## config.mk

```make
export PLATFORM = sky130hd
export DESIGN_NAME = serdes_sync_ctrl
export DESIGN_NICKNAME = d
export VERILOG_FILES = /design/src/rtl/serdes_pkg.sv /design/src/rtl/serdes_deser_shift.sv /design/src/rtl/serdes_sync_ctrl.sv
export SDC_FILE = /design/constraint.sdc
export NUM_CORES = 1
export LEC_CHECK = 0
export ABC_AREA = 1
export CAP_MARGIN = 20
export CORE_UTILIZATION = 55
export CTS_CLUSTER_SIZE = 12
export DETAILED_ROUTE_END_ITERATION = 6
export PLACE_DENSITY = 0.83
export SYNTH_ARGS = -nofsm -noshare
export SYNTH_HDL_FRONTEND = slang
export SYNTH_SLANG_ARGS = --single-unit
```

## constraint.sdc

```tcl
create_clock -name clk -period 4 [get_ports clk]
set_input_delay 1 -clock clk [delete_from_list [all_inputs] [get_ports clk]]
set_output_delay 1 -clock clk [all_outputs]
set_load 0.005 [all_outputs]
```

## src/rtl/serdes_pkg.sv

```systemverilog
// Shared encodings and widths for the SERDES receive link controller.
package serdes_pkg;

    typedef enum logic [1:0] {
        ST_HUNT   = 2'd0,
        ST_VERIFY = 2'd1,
        ST_LOCKED = 2'd2
    } state_t;

    localparam logic [7:0] SYNC_WORD_DEF = 8'hA5;

    localparam int BIT_CNT_W  = 3;
    localparam int BYTE_IDX_W = 4;
    localparam int HIT_CNT_W  = 3;
    localparam int MISS_CNT_W = 3;

    // Frame position after a completed byte: 1..last, then back to the sync slot 0.
    function automatic logic [BYTE_IDX_W-1:0] frame_idx_adv(
        input logic [BYTE_IDX_W-1:0] idx,
        input logic [BYTE_IDX_W-1:0] last
    );
        logic [BYTE_IDX_W-1:0] nxt;
        if (idx == last) begin
            nxt = 4'd0;
        end else begin
            nxt = idx + 4'd1;
        end
        return nxt;
    endfunction

endpackage

```

## src/rtl/serdes_deser_shift.sv

```systemverilog
// Serial-to-parallel shifter with a bit counter that can be re-aligned to a byte boundary.
module serdes_deser_shift
    import serdes_pkg::*;
(
    input  logic       clk,
    input  logic       rst_n,
    input  logic       shift_en,
    input  logic       align,
    input  logic       bit_in,
    output logic [7:0] shreg_next,
    output logic       byte_done
);

    logic [7:0]           shreg_r;
    logic [BIT_CNT_W-1:0] bit_cnt_r;

    // Next shift value and the strobe for the 8th bit of an aligned byte.
    always_comb begin
        shreg_next = {shreg_r[6:0], bit_in};
        byte_done  = shift_en && (bit_cnt_r == 3'd7);
    end

    // Shift register and bit position; align makes the next bit bit 0 of a byte.
    always_ff @(posedge clk or negedge rst_n) begin
        if (!rst_n) begin
            shreg_r   <= 8'd0;
            bit_cnt_r <= 3'd0;
        end else if (shift_en) begin
            shreg_r   <= shreg_next;
            bit_cnt_r <= align ? 3'd0 : bit_cnt_r + 3'd1;
        end else begin
            shreg_r   <= shreg_r;
            bit_cnt_r <= bit_cnt_r;
        end
    end

endmodule

```

## src/rtl/serdes_sync_ctrl.sv

```systemverilog
// Receive link controller: hunts for the sync word, verifies frame alignment,
// declares lock/loss and emits aligned payload bytes with start-of-frame marking.
module serdes_sync_ctrl
    import serdes_pkg::*;
#(
    parameter logic [7:0]  SYNC_WORD = SYNC_WORD_DEF,
    parameter int unsigned FRAME_LEN = 4,
    parameter int unsigned LOCK_CNT  = 3,
    parameter int unsigned LOSS_CNT  = 4
) (
    input  logic       clk,
    input  logic       rst_n,
    input  logic       ena,
    input  logic       bit_in,
    input  logic       bit_valid,
    input  logic       clear_err,
    output logic [7:0] byte_out,
    output logic       byte_valid,
    output logic       byte_sof,
    output logic       locked,
    output logic [1:0] state,
    output logic [7:0] err_cnt
);

    localparam logic [BYTE_IDX_W-1:0] FRAME_LAST = BYTE_IDX_W'(FRAME_LEN);
    localparam logic [HIT_CNT_W-1:0]  LOCK_C     = HIT_CNT_W'(LOCK_CNT);
    localparam logic [MISS_CNT_W-1:0] LOSS_C     = MISS_CNT_W'(LOSS_CNT);

    logic                  accept_s;
    logic [7:0]            shreg_next_s;
    logic                  byte_done_s;
    logic                  align_s;
    logic                  sync_match_s;
    logic [BYTE_IDX_W-1:0] idx_adv_s;
    logic                  emit_s;
    logic                  sof_s;
    logic                  err_inc_s;

    state_t                state_r, state_nxt_s;
    logic [BYTE_IDX_W-1:0] byte_idx_r, byte_idx_nxt_s;
    logic [HIT_CNT_W-1:0]  hit_cnt_r, hit_cnt_nxt_s;
    logic [MISS_CNT_W-1:0] miss_cnt_r, miss_cnt_nxt_s;
    logic [7:0]            err_cnt_r;
    logic [7:0]            byte_out_r;
    logic                  byte_valid_r;
    logic                  byte_sof_r;
    logic                  locked_r;

    assign accept_s = ena && bit_valid;

    serdes_deser_shift u_shift (
        .clk        (clk),
        .rst_n      (rst_n),
        .shift_en   (accept_s),
        .align      (align_s),
        .bit_in     (bit_in),
        .shreg_next (shreg_next_s),
        .byte_done  (byte_done_s)
    );

    // Next-state, frame position, lock/loss counting and emit decisions.
    always_comb begin
        state_nxt_s    = state_r;
        byte_idx_nxt_s = byte_idx_r;
        hit_cnt_nxt_s  = hit_cnt_r;
        miss_cnt_nxt_s = miss_cnt_r;
        align_s        = 1'b0;
        emit_s         = 1'b0;
        sof_s          = 1'b0;
        err_inc_s      = 1'b0;
        idx_adv_s      = frame_idx_adv(byte_idx_r, FRAME_LAST);
        sync_match_s   = (shreg_next_s == SYNC_WORD);
        if (accept_s) begin
            case (state_r)
                ST_HUNT: begin
                    if (sync_match_s) begin
                        align_s        = 1'b1;
                        byte_idx_nxt_s = 4'd0;
                        hit_cnt_nxt_s  = 3'd1;
                        miss_cnt_nxt_s = 3'd0;
                        state_nxt_s    = (LOCK_C == 3'd1) ? ST_LOCKED : ST_VERIFY;
                    end else begin
                        state_nxt_s = ST_HUNT;
                    end
                end
                ST_VERIFY: begin
                    if (!byte_done_s) begin
                        state_nxt_s = ST_VERIFY;
                    end else if (idx_adv_s != 4'd0) begin
                        byte_idx_nxt_s = idx_adv_s;
                    end else if (sync_match_s) begin
                        byte_idx_nxt_s = idx_adv_s;
                        hit_cnt_nxt_s  = hit_cnt_r + 3'd1;
                        state_nxt_s    = (hit_cnt_nxt_s == LOCK_C) ? ST_LOCKED : ST_VERIFY;
                    end else begin
                        byte_idx_nxt_s = idx_adv_s;
                        hit_cnt_nxt_s  = 3'd0;
                        state_nxt_s    = ST_HUNT;
                    end
                end
                ST_LOCKED: begin
                    if (!byte_done_s) begin
                        state_nxt_s = ST_LOCKED;
                    end else if (idx_adv_s != 4'd0) begin
                        byte_idx_nxt_s = idx_adv_s;
                        emit_s         = 1'b1;
                        sof_s          = (idx_adv_s == 4'd1);
                    end else if (sync_match_s) begin
                        byte_idx_nxt_s = idx_adv_s;
                        miss_cnt_nxt_s = 3'd0;
                    end else begin
                        // Flywheel: keep alignment until enough sync slots in a row are bad.
                        byte_idx_nxt_s = idx_adv_s;
                        err_inc_s      = 1'b1;
                        miss_cnt_nxt_s = miss_cnt_r + 3'd1;
                        if (miss_cnt_nxt_s == LOSS_C) begin
                            miss_cnt_nxt_s = 3'd0;
                            hit_cnt_nxt_s  = 3'd0;
                            state_nxt_s    = ST_HUNT;
                        end else begin
                            state_nxt_s = ST_LOCKED;
                        end
                    end
                end
                default: begin
                    state_nxt_s    = ST_HUNT;
                    hit_cnt_nxt_s  = 3'd0;
                    miss_cnt_nxt_s = 3'd0;
                end
            endcase
        end else begin
            state_nxt_s = state_r;
        end
    end

    // FSM state and frame/lock/loss counters.
    always_ff @(posedge clk or negedge rst_n) begin
        if (!rst_n) begin
            state_r    <= ST_HUNT;
            byte_idx_r <= 4'd0;
            hit_cnt_r  <= 3'd0;
            miss_cnt_r <= 3'd0;
        end else begin
            state_r    <= state_nxt_s;
            byte_idx_r <= byte_idx_nxt_s;
            hit_cnt_r  <= hit_cnt_nxt_s;
            miss_cnt_r <= miss_cnt_nxt_s;
        end
    end

    // Saturating error counter; a clear beats a same-cycle increment.
    always_ff @(posedge clk or negedge rst_n) begin
        if (!rst_n) begin
            err_cnt_r <= 8'd0;
        end else if (ena && clear_err) begin
            err_cnt_r <= 8'd0;
        end else if (err_inc_s && (err_cnt_r != 8'hFF)) begin
            err_cnt_r <= err_cnt_r + 8'd1;
        end else begin
            err_cnt_r <= err_cnt_r;
        end
    end

    // Registered byte interface and lock flag.
    always_ff @(posedge clk or negedge rst_n) begin
        if (!rst_n) begin
            byte_out_r   <= 8'd0;
            byte_valid_r <= 1'b0;
            byte_sof_r   <= 1'b0;
            locked_r     <= 1'b0;
        end else begin
            byte_out_r   <= emit_s ? shreg_next_s : byte_out_r;
            byte_valid_r <= emit_s;
            byte_sof_r   <= emit_s && sof_s;
            locked_r     <= (state_nxt_s == ST_LOCKED);
        end
    end

    assign byte_out   = byte_out_r;
    assign byte_valid = byte_valid_r;
    assign byte_sof   = byte_sof_r;
    assign locked     = locked_r;
    assign state      = state_r;
    assign err_cnt    = err_cnt_r;

endmodule

```

Word-level counts from Yosys, hierarchy flattened
Index checks and enable logic that the tools add are counted.

Input port bits: 6. Output and inout bits: 21. Bits in registers: 41. Word-level logic and storage cells: 97.

$add $sub $neg: 5. Equality and inequality tests: 18. Bitwise logic cells: 1. Multiplexer cells: 49. Reductions and logical operators: 13.

Operator list (count): $mux 3 (14); $mux 2 (9); $pmux 3 s3 (2); $mux 1 (17); $mux 8 (2); $ne 2x2->1 const B (7); $mux 4 (3); $add 3x1->3 const B (3); $add 8x1->8 const B (1); $eq 8x8->1 const B (1); $ne 8x8->1 const B (1); $pmux 4 s2 (1); $reduce_and 8->1 (1); $eq 3x3->1 const B (2); $pmux 2 s3 (1); $logic_and 1x1->1 (5); $reduce_and 5->1 (1); $add 4x1->4 const B (1); $eq 2x2->1 const B (2); $eq 4x1->1 const B (1); $eq 4x3->1 const B (1); $reduce_and 4->1 (1); $reduce_bool 2->1 (2); $reduce_bool 4->1 (1); other kinds (6) (6).

Logic depth before layout (Yosys ltp)
Gate-level depths: netlist (run 1).

Depth after elaboration: 10. Gate-level depth with buffers: 15. Gate-level depth less buffers: 15.

Hierarchy
From an unflattened synthesis (run 1), not the netlist that was laid out.

Cell total of the unflattened synthesis: 282. Area, all modules: 2268.4 um2.

Modules (own cells, without submodules): serdes_sync_ctrl (sequential area each 775.7 um2, area an instance 1844.3 um2, instances 1, cells each 236); serdes_deser_shift (sequential area each 250.2 um2, area an instance 424.2 um2, instances 1, cells each 46).

Worst setup path after synthesis (run 1)
Ideal clock, no wire load.

Path kind: input to register. Start point: in bit_in. End point: reg hit_cnt_r[0]. Cell stages on the path: 9. Data arrival time: 1.971 ns. Buffers on the path: 0. Required time: 3.883 ns. Setup slack: 1.912 ns. Library setup time: 0.117 ns. Cell sequence: nand2_1 > nor2_2 > nand2_2 > nand2_2 > o21ai_2 > nor4_2 > nand3_1 > nand2_1 > nand2_1.

Word-level cells in the longest chain between the ends: 5.

RTL lines: from (decl) (RTL line serdes_sync_ctrl.sv:14) `input logic bit_in,`; $eq 8x8->1 * (RTL line serdes_sync_ctrl.sv:72) `sync_match_s = (shreg_next_s == SYNC_WORD);`; $mux 3 (RTL line serdes_sync_ctrl.sv:91) `end else if (sync_match_s) begin`; $mux 3 (RTL line serdes_sync_ctrl.sv:89) `end else if (idx_adv_s != 4'd0) begin`; $mux 3 (RTL line serdes_sync_ctrl.sv:87) `if (!byte_done_s) begin`; $pmux 3 s3 (RTL line serdes_sync_ctrl.sv:74) `case (state_r)`; to (signal assigned) (RTL line serdes_sync_ctrl.sv:146) `hit_cnt_r <= hit_cnt_nxt_s;`; to (decl) (RTL line serdes_sync_ctrl.sv:41) `logic [HIT_CNT_W-1:0] hit_cnt_r, hit_cnt_nxt_s;`.

Mark *: on every way between the ends. The rest lies on a longest branch, timed or not. The select of a mux whose other input is x is not followed. A chain may end at the register's enable or synchronous reset.

Worst setup path after layout (run 1)
Start point: in ena. End point: reg hit_cnt_r[0].

Word-level cells in the longest chain between the ends: 4.

RTL lines: from (decl) (RTL line serdes_sync_ctrl.sv:13) `input logic ena,`; $logic_and 1x1->1 * (RTL line serdes_sync_ctrl.sv:49) `assign accept_s = ena && bit_valid;`; $logic_and 1x1->1 (RTL line serdes_deser_shift.sv:20) `byte_done = shift_en && (bit_cnt_r == 3'd7);`; $ne 2x2->1 (no line); $reduce_and 8->1 (no line) *.

Mark *: on every way between the ends. The rest lies on a longest branch, timed or not.

==> impl_results.md, run 1 <==
- Layout cells sized above 1: 0.113
- Relative slew slack: 0.389
- Pwr/cell area: 461 mW/mm^2
- Routed Antenna Nets: 0
- Hold WC Path Type: register to register
- Number of global-route vias before repair: 1781
- Skew final: 0.00875 ns
- Commonest non-fill, non-tap cell in the layout: nand2_1
- Iteration-0 DRC Markers: 150
- Min-delay src: byte_out[7]
- Syn Std Cell Area: 0.00228 sq mm
- Vias per cell: 5.36
- First-pass GRT wire length: 7.78 mm
- Unrepaired setup endpoints after global routing: false
- Clock buffer depth: 2
- Hold Crit Endpoint: byte_out[7]
- #FFs+latches synth: 41
- Core Area: 0.00400 sq mm
- Tcrit/Tclk final: 0.697
- Reg2reg end: hit_cnt_r[0]
- Initial Util: 0.569
- Fin crit period: 2.79 ns
- Remaining DRCs: 0
- Fill count: 324
- Remaining global-route overflow: 0
- R2r setup slk: 1.97 ns
- Initial antenna violation count: 0
- GPL Wtd Cong: 0.917
- First-pass DRT Iterations: 4
- Most used cell along the critical path: nand2_1
- Library cells used by synthesis: 28
- Post-synthesis cell count: 279
- Max-slew violations: 0
- Worst-case reg-to-reg path depth: 8
- Crit. End Element: register
- Sum of negative setup slack: 0 ns
- # IOs: 27
- Crit path launch type: primary input
- Die Width: 66.3 um
- Crit-path max cell delay: 0.54 ns
- Wire per inst: 13.3 um
- N_diodes: 0
- CP max stage cell: clkdlybuf4s50_1
- Worst slew pin tran: 0.916 ns
- Rows: 23
- Critical Path Fanout Max: 22
- Total Wirelength: 4.79 mm
- CTS resizes: 0
- Critical Path AT: 2.99 ns
- Setup violations, final: 0
- CP cell instances: clkdlybuf4s50_1, nand2_2, inv_1, o21ai_0, nor4_2, nand3_1, nand2_1, nand2_1
- Pre-CTS setup slack: 0.939 ns
- Status: completed
- Final core utilization: 0.674
- GRT Util Overall: 0.237
- Largest net degree at the start of global routing: 42
- Yosys Warn Count: 0
- Achievable Freq: 0.359 GHz
- CTS tree: built
- Port bufs: 26
- Die area: 0.00440 sq mm
- Die H: 66.3 um
- Final hold viol count: 0
- Mean Syn Cell Area: 8.16 sq um
- Fin worst setup slack: 1.21 ns
- Leak: 1.26 nW
- Nets: 328
- Commonest non-fill, non-tap cells in the layout: 76 x nand2_1, 41 x dfrtp_1, 30 x inv_1
- CTS Hold Bufs: 0
- Sequential area share after synthesis: 0.451
- P&R area growth vs syn: 18.4%
- Vias: 1928
- VDD IR-drop max: 0.000376 V
- Clock-pin slew on the worst setup and hold paths: 0.09 ns
- RR Startpoint: state[1]
- Post-DP HPWL: 3.45 mm
- Critical path class: primary input to register
- Non-Filler Instances: 360
- Root Driver: clkbuf_8
- Reg area: 0.00103 sq mm
- Clock latency on the worst-skew pair: 0.30 ns
- Placed cells: 352
- Hold Crit Depth: 2
- Area of the multi-input gates: 0.00111 sq mm
- Overall Power: 1.24 mW
- CTS HTree Levels: 2
- Cts bufs inserted: 5
- Setup repair bufs after CTS: 0
- CTS Sinks: 41
- Max cap viols: 0
- Mapped Nets: 298
- Critical Path RT: 4.20 ns
-- flip-flops by register name, summed over array words and instances (netlist names) --
name               cells
u_shift.shreg_r        7
u_shift.bit_cnt_r      3
err_cnt                8
byte_out               8
locked                 1
state                  2
byte_valid             1
miss_cnt_r             3
hit_cnt_r              3
byte_sof               1
byte_idx_r             4
-- cells in the mapped netlist --
master,instances,area share
a21oi_4,1,0.0071
inv_1,30,0.049
inv_2,4,0.0066
o21bai_1,1,0.0033
nor4_2,1,0.0055
ha_1,13,0.071
nor2_4,3,0.015
o21ai_2,1,0.0038
nor4_1,2,0.0055
a21oi_1,6,0.013
buf_4,1,0.0033
clkbuf_1,2,0.0033
a21oi_2,2,0.0077
nand3_2,3,0.013
nand3_4,2,0.015
o21ai_1,7,0.015
o21ai_0,22,0.048
dfrtp_1,41,0.45
nand2_2,6,0.016
nor2_2,3,0.0082
nand3_1,12,0.026
nand4_1,6,0.016
nand2_1,76,0.13
nor3_1,9,0.020
xnor2_1,1,0.0038
nor2_1,21,0.035
nand3b_1,1,0.0033
xor2_1,2,0.0077
-- cells by family (layout without fill, tap and decap cells) --
family                   after synthesis  in the layout  share of synthesized area
AO/OA/AOI/OAI                         40             40                     0.0989
XOR/XNOR                               3              3                     0.0115
AND/OR/NAND/NOR                      145            145                      0.305
flip-flops                            41             41                      0.451
buffers and inverters                 37             68                     0.0626
adder cells (fa/ha/maj)               13             13                     0.0714
-- worst max-delay path: cells and delay by family --
kind                   cells  cell delay [ns]
AND/OR/NAND/NOR            5             1.08
buffers and inverters      2             0.76
AO/OA/AOI/OAI              1             0.15
-- cell type report --
cell class | count | share of cell area
Sequential cell | 41 | 0.381
Tap cell | 50 | 0.0232
Inverter | 34 | 0.0474
Timing Repair Buffer | 26 | 0.0947
Multi-Input combinational cell | 201 | 0.411
Clock inverter | 3 | 0.0172
Clock buffer | 5 | 0.0255
-- worst max path at each step --
stage	start	end	slack (ns)
5_1_grt	ena	err_cnt[3]	1.02
3_3_place_gp	ena	err_cnt[6]	0.99
4_1_cts	ena	err_cnt[7]	1.25
3_5_place_dp	ena	hit_cnt_r[0]	0.94
6_report	ena	hit_cnt_r[0]	1.21
2_1_floorplan	bit_in	hit_cnt_r[0]	1.91
-- power by group --
part           total (mW)  switching (mW)  leakage (nW)  internal [mW]
Combinational       0.382           0.246         0.658          0.136
Clock               0.342           0.155        0.0543          0.187
Sequential          0.518          0.0502         0.549          0.468
Total                1.24           0.451          1.26          0.791
-- routing by layer --
layer  wire, um  share of wire  track usage  vias to the layer above
met4         73          0.015       0.0904                        0
met5          0              0            0                        -
met1       2130           0.44        0.299                      898
met3        242          0.051       0.0552                        7
li1           -              -            -                      962
met2       2350           0.49        0.390                       61
-- per-stage QoR --
step / instance area, sq um / hold WS, ns
CTS: 2700 / 0.483
floorplan: 2280 / 0.447
detailed placement: 2580 / 0.464
global route: 2700 / 0.525
global placement: 2580 / 0.465
finish: 2700 / 0.479
Note: power is estimated with default switching activity, not from simulation.
==> run 2, diff against run 1 <==
==> constraint.sdc (replaced) <==
create_clock -name clk -period 2.7 [get_ports clk]
set_input_delay 0.675 -clock clk [delete_from_list [all_inputs] [get_ports clk]]
set_output_delay 0.675 -clock clk [all_outputs]
set_load 0.005 [all_outputs]
==> impl_results.md, run 2 (synthesis gave the netlist of run 1 again) <==
- Largest net degree at the start of global routing: 42
- Remaining global-route overflow: 0
- Met3 global-route usage: 0.0552
- Setup violations, final: 0
- Sum of negative setup slack: 0 ns
- Total Wirelength: 4.56 mm
- Layout cells sized above 1: 0.119
- Critical path class: primary input to register
- N_diodes: 0
- Initial antenna violation count: 0
- Fin crit period: 2.24 ns
- Port bufs: 26
- First-pass DRT Iterations: 6
- Unrepaired setup endpoints after global routing: false
- Root Driver: clkbuf_8
- Critical Path AT: 2.42 ns
- Final hold viol count: 0
- GPL Wtd Cong: 0.866
- Iteration-0 DRC Markers: 144
- P&R area growth vs syn: 18.8%
- Clock latency on the worst-skew pair: 0.29 ns
- Number of global-route vias before repair: 1711
- # IOs: 27
- Commonest non-fill, non-tap cell in the layout: nand2_1
- Wire per inst: 12.6 um
- Crit. End Element: register
- Post-DP HPWL: 3.37 mm
- Skew final: 0.00589 ns
- CTS Hold Bufs: 0
- First-pass GRT wire length: 7.54 mm
- Max-slew violations: 0
- Rows: 23
- Core Area: 0.00400 sq mm
- Setup repair bufs after CTS: 0
- Max cap viols: 0
- Leak: 1.28 nW
- Grt met2 use: 0.341
- Relative slew slack: 0.387
- Die Width: 66.3 um
- Nets: 331
- Clock-pin slew on the worst setup and hold paths: 0.07 ns
- Tcrit/Tclk final: 0.829
- Crit path launch type: primary input
- Critical Path Fanout Max: 8
- Failing checks: DRC
- VDD IR-drop max: 0.000542 V
- Die H: 66.3 um
- Final core utilization: 0.677
- GRT Util Overall: 0.227
- CTS tree: built
- Commonest non-fill, non-tap cells in the layout: 76 x nand2_1, 41 x dfrtp_1, 30 x inv_1
- CTS HTree Levels: 2
- Busiest grt layer: met2
- GRT met1 Usage: 0.318
- Routed Antenna Nets: 0
- Hold WC Path Type: register to register
- Cts bufs inserted: 5
- Status: finished with violations
- Vias: 1886
- Initial Util: 0.569
- Pwr/cell area: 667 mW/mm^2
- Remaining DRCs: 2
- Worst slew pin tran: 0.919 ns
- Critical Path RT: 2.88 ns
- CTS Sinks: 41
- Vias per cell: 5.21
- Achievable Freq: 0.447 GHz
- Die area: 0.00440 sq mm
- Clock buffer depth: 2
- CTS resizes: 0
run 2: changes by cell type in the layout (fill, tap and decap cells not counted):
cell / delta
clkinv_2: +1
buf_4: +3
clkinvlp_4: -1
clkinv_4: -1
run 2: worst paths after layout:
kind	slack, ns	from	cells past startpoint	end
max	0.46	ena	8	hit_cnt_r[0]
min	0.48	u_shift.bit_cnt_r[0]	1	u_shift.bit_cnt_r[0]
max reg2reg	0.71	byte_idx_r[0]	14	locked
min reg2reg	0.48	u_shift.bit_cnt_r[0]	1	u_shift.bit_cnt_r[0]
max in group asynchronous	1.61	rst_n	1	byte_out[6]
min in group asynchronous	0.52	rst_n	1	hit_cnt_r[1]
run 2: power by group:
group / switching, mW / internal [mW]
logic: 0.359 / 0.204
clock network: 0.206 / 0.269
registers: 0.0732 / 0.693
total: 0.639 / 1.17
run 2: layer usage:
| layer | vias up | share of wire |
|---|---|---|
| li1 | 966 | - |
| met1 | 878 | 0.49 |
| met2 | 36 | 0.46 |
| met3 | 6 | 0.033 |
| met4 | 0 | 0.013 |
| met5 | - | 0 |
run 2: final cells by class:
cell class,instances,area [sq um]
well taps,50,62.6
flip-flops and latches,41,1030
repair buffers,29,278
multi-input cells,201,1110
fillers,349,1290
clock inverters,2,35.0
clock buffers,5,68.8
inverters,34,128
run 2: stage by stage:
stage / instances / hold WS, ns / total power [mW] / instance area [sq um] / setup slack, ns
after detailed placement: 355 / 0.468 / 1.33 / 2600 / 0.188
after global routing: 362 / 0.501 / 1.91 / 2710 / 0.322
after global placement: 355 / 0.456 / 1.32 / 2600 / 0.228
final: 362 / 0.477 / 1.80 / 2710 / 0.462
after CTS: 362 / 0.479 / 1.81 / 2710 / 0.501
after floorplan: 279 / 0.379 / 1.19 / 2280 / 0.937
run 2: worst max-delay path, cell delays in order:
cell and delay, ns:
clkdlybuf4s50_1 0.54, nand2_2 0.16, inv_1 0.17, o21ai_0 0.16, nor4_2 0.36, nand3_1 0.19, nand2_1 0.11, nand2_1 0.05
==> run 3, diff against run 2 <==
==> constraint.sdc (replaced) <==
create_clock -name clk -period 2.2 [get_ports clk]
set_input_delay 0.55 -clock clk [delete_from_list [all_inputs] [get_ports clk]]
set_output_delay 0.55 -clock clk [all_outputs]
set_load 0.005 [all_outputs]
==> impl_results.md, run 3 (synthesis gave the netlist of run 1 again) <==
- Remaining DRCs: 0
- Iteration-0 DRC Markers: 160
- Fill count: 300
- Initial Util: 0.569
- Vias: 1924
- N_diodes: 0
- P&R area growth vs syn: 24.5%
- Die Width: 66.3 um
- Die area: 0.00440 sq mm
- Placed cells: 366
- Status: completed
- Largest net degree at the start of global routing: 23
- Commonest non-fill, non-tap cells in the layout: 76 x nand2_1, 41 x dfrtp_1, 30 x inv_1
- Commonest non-fill, non-tap cell in the layout: nand2_1
- Fin crit period: 2.02 ns
- # IOs: 27
- Routed Antenna Nets: 0
- Non-Filler Cell Area, Final: 0.00284 sq mm
- Critical path class: register to register
- Setup repair bufs after CTS: 0
- Tcrit/Tclk final: 0.920
- First-pass GRT wire length: 7.98 mm
- Clock power frac: 0.309
- Relative slew slack: 0.683
- Rows: 23
- Clock buffer depth: 2
- Nets: 342
- Vias per cell: 5.14
- Fin worst setup slack: 0.177 ns
- Number of global-route vias before repair: 1777
- Non-Filler Instances: 374
- Sw Share: 0.339
- Crit. End Element: register
- Worst slew pin tran: 0.475 ns
- Final core utilization: 0.709
- Cts bufs inserted: 5
- Critical Path RT: 2.38 ns
- Max-slew violations: 0
- P_sw: 0.804 mW
- Initial antenna violation count: 0
- Worst hold slack: 0.195 ns
- CTS tree: built
- Total Wirelength: 4.76 mm
- Overall Power: 2.37 mW
- Die H: 66.3 um
- Sum of negative setup slack: 0 ns
- GPL Wtd Cong: 0.963
- Sequential fraction of design power: 0.396
- First-pass DRT Iterations: 4
- CTS Sinks: 41
- CTS HTree Levels: 2
- Final hold viol count: 0
- Gate power share: 0.295
- Skew final: 0.00918 ns
- Port bufs: 26
- GRT Util Overall: 0.243
- Clock-pin slew on the worst setup and hold paths: 0.09 ns
- Pint: 1.57 mW
- Leak: 1.35 nW
- VDD IR-drop max: 0.000579 V
- Crit path launch type: register
- Max cap viols: 0
- Hold WC Path Type: primary input to async pin
- Critical Path Fanout Max: 9
- Root Driver: clkbuf_8
- CTS Hold Bufs: 0
- Pre-CTS setup slack: -0.0461 ns
- Critical Path AT: 2.21 ns
- Setup violations, final: 0
- Post-DP HPWL: 3.56 mm
- Remaining global-route overflow: 0
- Core Area: 0.00400 sq mm
- CTS resizes: 0
- Pwr/cell area: 837 mW/mm^2
- Unrepaired setup endpoints after global routing: false
- DP Area: 0.00270 sq mm
- Clock latency on the worst-skew pair: 0.30 ns
- Achievable Freq: 0.494 GHz
- Layout cells sized above 1: 0.151
- Wire per inst: 12.7 um
## run 3: cell count changes in the layout (fill, tap and decap cells not counted)
| cell | before | now |
|---|---|---|
| clkinv_2 | 1 | 0 |
| bufinv_16 | 1 | 2 |
| buf_12 | 0 | 1 |
| inv_6 | 0 | 1 |
| buf_4 | 3 | 13 |
## run 3: worst max-delay path, stage by stage (launching register included)
cell	delay (ns)
dfrtp_1	0.41
inv_1	0.19
ha_1	0.26
nand3_4	0.13
a21oi_4	0.17
inv_2	0.06
nor2_4	0.18
nand3_4	0.15
nor4_1	0.28
nor2_1	0.09
## run 3: cell type report
type / instances / area (sq um) / share of cell area
well taps: 50 / 62.6 / 0.0221
clock buffers: 5 / 68.8 / 0.0243
repair buffers: 40 / 373 / 0.132
flip-flops and latches: 41 / 1030 / 0.362
multi-input cells: 201 / 1110 / 0.391
clock inverters: 3 / 68.8 / 0.0243
inverters: 34 / 128 / 0.0450
## run 3: path summary, 6_finish.rpt
check | from | to | slack (ns) | cells after the start
max | byte_idx_r[0] | err_cnt[7] | 0.18 | 9
min | rst_n | hit_cnt_r[0] | 0.19 | 1
max reg2reg | byte_idx_r[0] | err_cnt[7] | 0.18 | 9
min reg2reg | u_shift.bit_cnt_r[0] | u_shift.bit_cnt_r[0] | 0.49 | 1
max in group asynchronous | rst_n | byte_out[2] | 1.53 | 2
min in group clk | u_shift.bit_cnt_r[0] | u_shift.bit_cnt_r[0] | 0.49 | 1
## run 3: power by group through the flow
stage               clock network (mW)  logic [mW]  registers (mW)
global placement                     0       0.674           0.948
CTS                              0.750       0.699           0.940
detailed placement                   0       0.691           0.954
floorplan                            0       0.524           0.937
global route                     0.785       0.795           0.955
finish                           0.733       0.699           0.940
## run 3: layer usage
| metal | up-vias | part of all wire | GRT usage |
|---|---|---|---|
| met5 | - | 0 | 0 |
| met4 | 0 | 0.024 | 0.0957 |
| met3 | 13 | 0.038 | 0.0569 |
| met2 | 40 | 0.49 | 0.393 |
| met1 | 886 | 0.45 | 0.314 |
| li1 | 985 | - | - |
==> patch: new RTL, flow settings as in run 3 <==
The package constant `BYTE_IDX_W` goes from 4 to 5.
--- a/src/rtl/serdes_pkg.sv
+++ b/src/rtl/serdes_pkg.sv
@@ -11,5 +11,5 @@
 
     localparam int BIT_CNT_W  = 3;
-    localparam int BYTE_IDX_W = 4;
+    localparam int BYTE_IDX_W = 5;
     localparam int HIT_CNT_W  = 3;
     localparam int MISS_CNT_W = 3;
Behaviour: no difference found for any inputs over 10 cycles, from zero or initial values and one cycle with rst_n low; that may be too few to reach the edited logic, so the function may still have changed.
==> patch against run 3 <==
- design area hardly changed
- worst setup slack worse by 0.030 ns
- total power rose by 3.4%
- area after synthesis is 2.6% higher
- sequential cell count rose by 1
- via count is 1.8% higher
- routed wire length down 2.8%
- largest power group unchanged
==> patch: results (changes against run 3) <==
<table>
<tr><th>Metric</th><th>Value</th></tr>
<tr><th colspan="2">Outcome</th></tr>
<tr><td>Outcome</td><td>finished clean (unchanged)</td></tr>
<tr><th colspan="2">STA</th></tr>
<tr><td>Tightest Pin Transition</td><td>0.4344 ns (was 0.4753 ns)</td></tr>
<tr><td>Skew final</td><td>0.005709 ns (was 0.009184 ns)</td></tr>
<tr><th colspan="2">Routing</th></tr>
<tr><td>Initial DRC count</td><td>129 (was 160)</td></tr>
<tr><th colspan="2">Global routing</th></tr>
<tr><td>Pin count of the biggest net entering global routing</td><td>25 (was 23)</td></tr>
<tr><td>Global-route total usage across every layer</td><td>0.2370 (was 0.2435)</td></tr>
<tr><th colspan="2">Synth</th></tr>
<tr><td>Compound-cell area share of the yosys netlist</td><td>0.1210 (was 0.09890)</td></tr>
<tr><td>Largest cells by area after synthesis</td><td>sky130_fd_sc_hd__dfrtp_1, sky130_fd_sc_hd__nand2_1, sky130_fd_sc_hd__ha_1 (unchanged)</td></tr>
<tr><td>Most frequent cells after synthesis</td><td>sky130_fd_sc_hd__nand2_1, sky130_fd_sc_hd__dfrtp_1, sky130_fd_sc_hd__inv_1 (unchanged)</td></tr>
<tr><td>Mapped Cells</td><td>280 (was 279)</td></tr>
<tr><td>Post-synthesis sequential area ratio</td><td>0.4497 (was 0.4505)</td></tr>
<tr><td>Synthesized-area fraction occupied by adder cells</td><td>0.06959 (was 0.07143)</td></tr>
<tr><th colspan="2">Final layout</th></tr>
<tr><td>Sequential share of cell area</td><td>0.3705 (was 0.3619)</td></tr>
<tr><td>Multi-input gates</td><td>195 (was 201)</td></tr>
<tr><td>Final layout net count</td><td>339 (was 342)</td></tr>
<tr><td>Number of flip-flops and latches</td><td>42 (was 41)</td></tr>
<tr><td>Clock distribution area overhead in the final layout</td><td>0.03882 (was 0.04854)</td></tr>
<tr><td>Layout fillers</td><td>315 (was 300)</td></tr>
<tr><th colspan="2">Power</th></tr>
<tr><td>Seq pwr</td><td>0.00103 W (was 0.000940 W)</td></tr>
<tr><td>Switching power of the nets</td><td>0.0008980 W (was 0.0008039 W)</td></tr>
<tr><td>Post-layout power</td><td>0.002453 W (was 0.002373 W)</td></tr>
<tr><td>Static power due to leakage</td><td>1.325 nW (was 1.347 nW)</td></tr>
<tr><th colspan="2">Placed design</th></tr>
<tr><td>Post-DP HPWL</td><td>3612 um (was 3565 um)</td></tr>
<tr><td>Setup WS pre-CTS</td><td>-0.003165 ns (was -0.04607 ns)</td></tr>
<tr><th colspan="2">Setup path</th></tr>
<tr><td>Largest fanout of any net on the critical path</td><td>10 (was 9)</td></tr>
</table>
## patch: cell count changes after synthesis, moves of 4 or more
cell,before,now
sky130_fd_sc_hd__nand2_1,76,66
sky130_fd_sc_hd__nor2_1,21,13
sky130_fd_sc_hd__inv_1,30,37
sky130_fd_sc_hd__o31ai_1,0,4
## patch: routing by layer
metal / up-vias / track usage / share of wire
li1: 999 / - / -
met1: 910 / 0.2909 / 0.46
met2: 42 / 0.3950 / 0.48
met3: 8 / 0.05068 / 0.038
met4: 0 / 0.1117 / 0.018
met5: - / 0 / 0
## patch: final timing paths
check,startpoint,end,slack [ns]
max in group asynchronous,rst_n,err_cnt[6],1.54
min,rst_n,byte_out[0],0.19
max,byte_idx_r[0],err_cnt[7],0.15
min in group clk,byte_out[7],byte_out[7],0.49
min reg2reg,byte_out[7],byte_out[7],0.49
max reg2reg,byte_idx_r[0],err_cnt[7],0.15
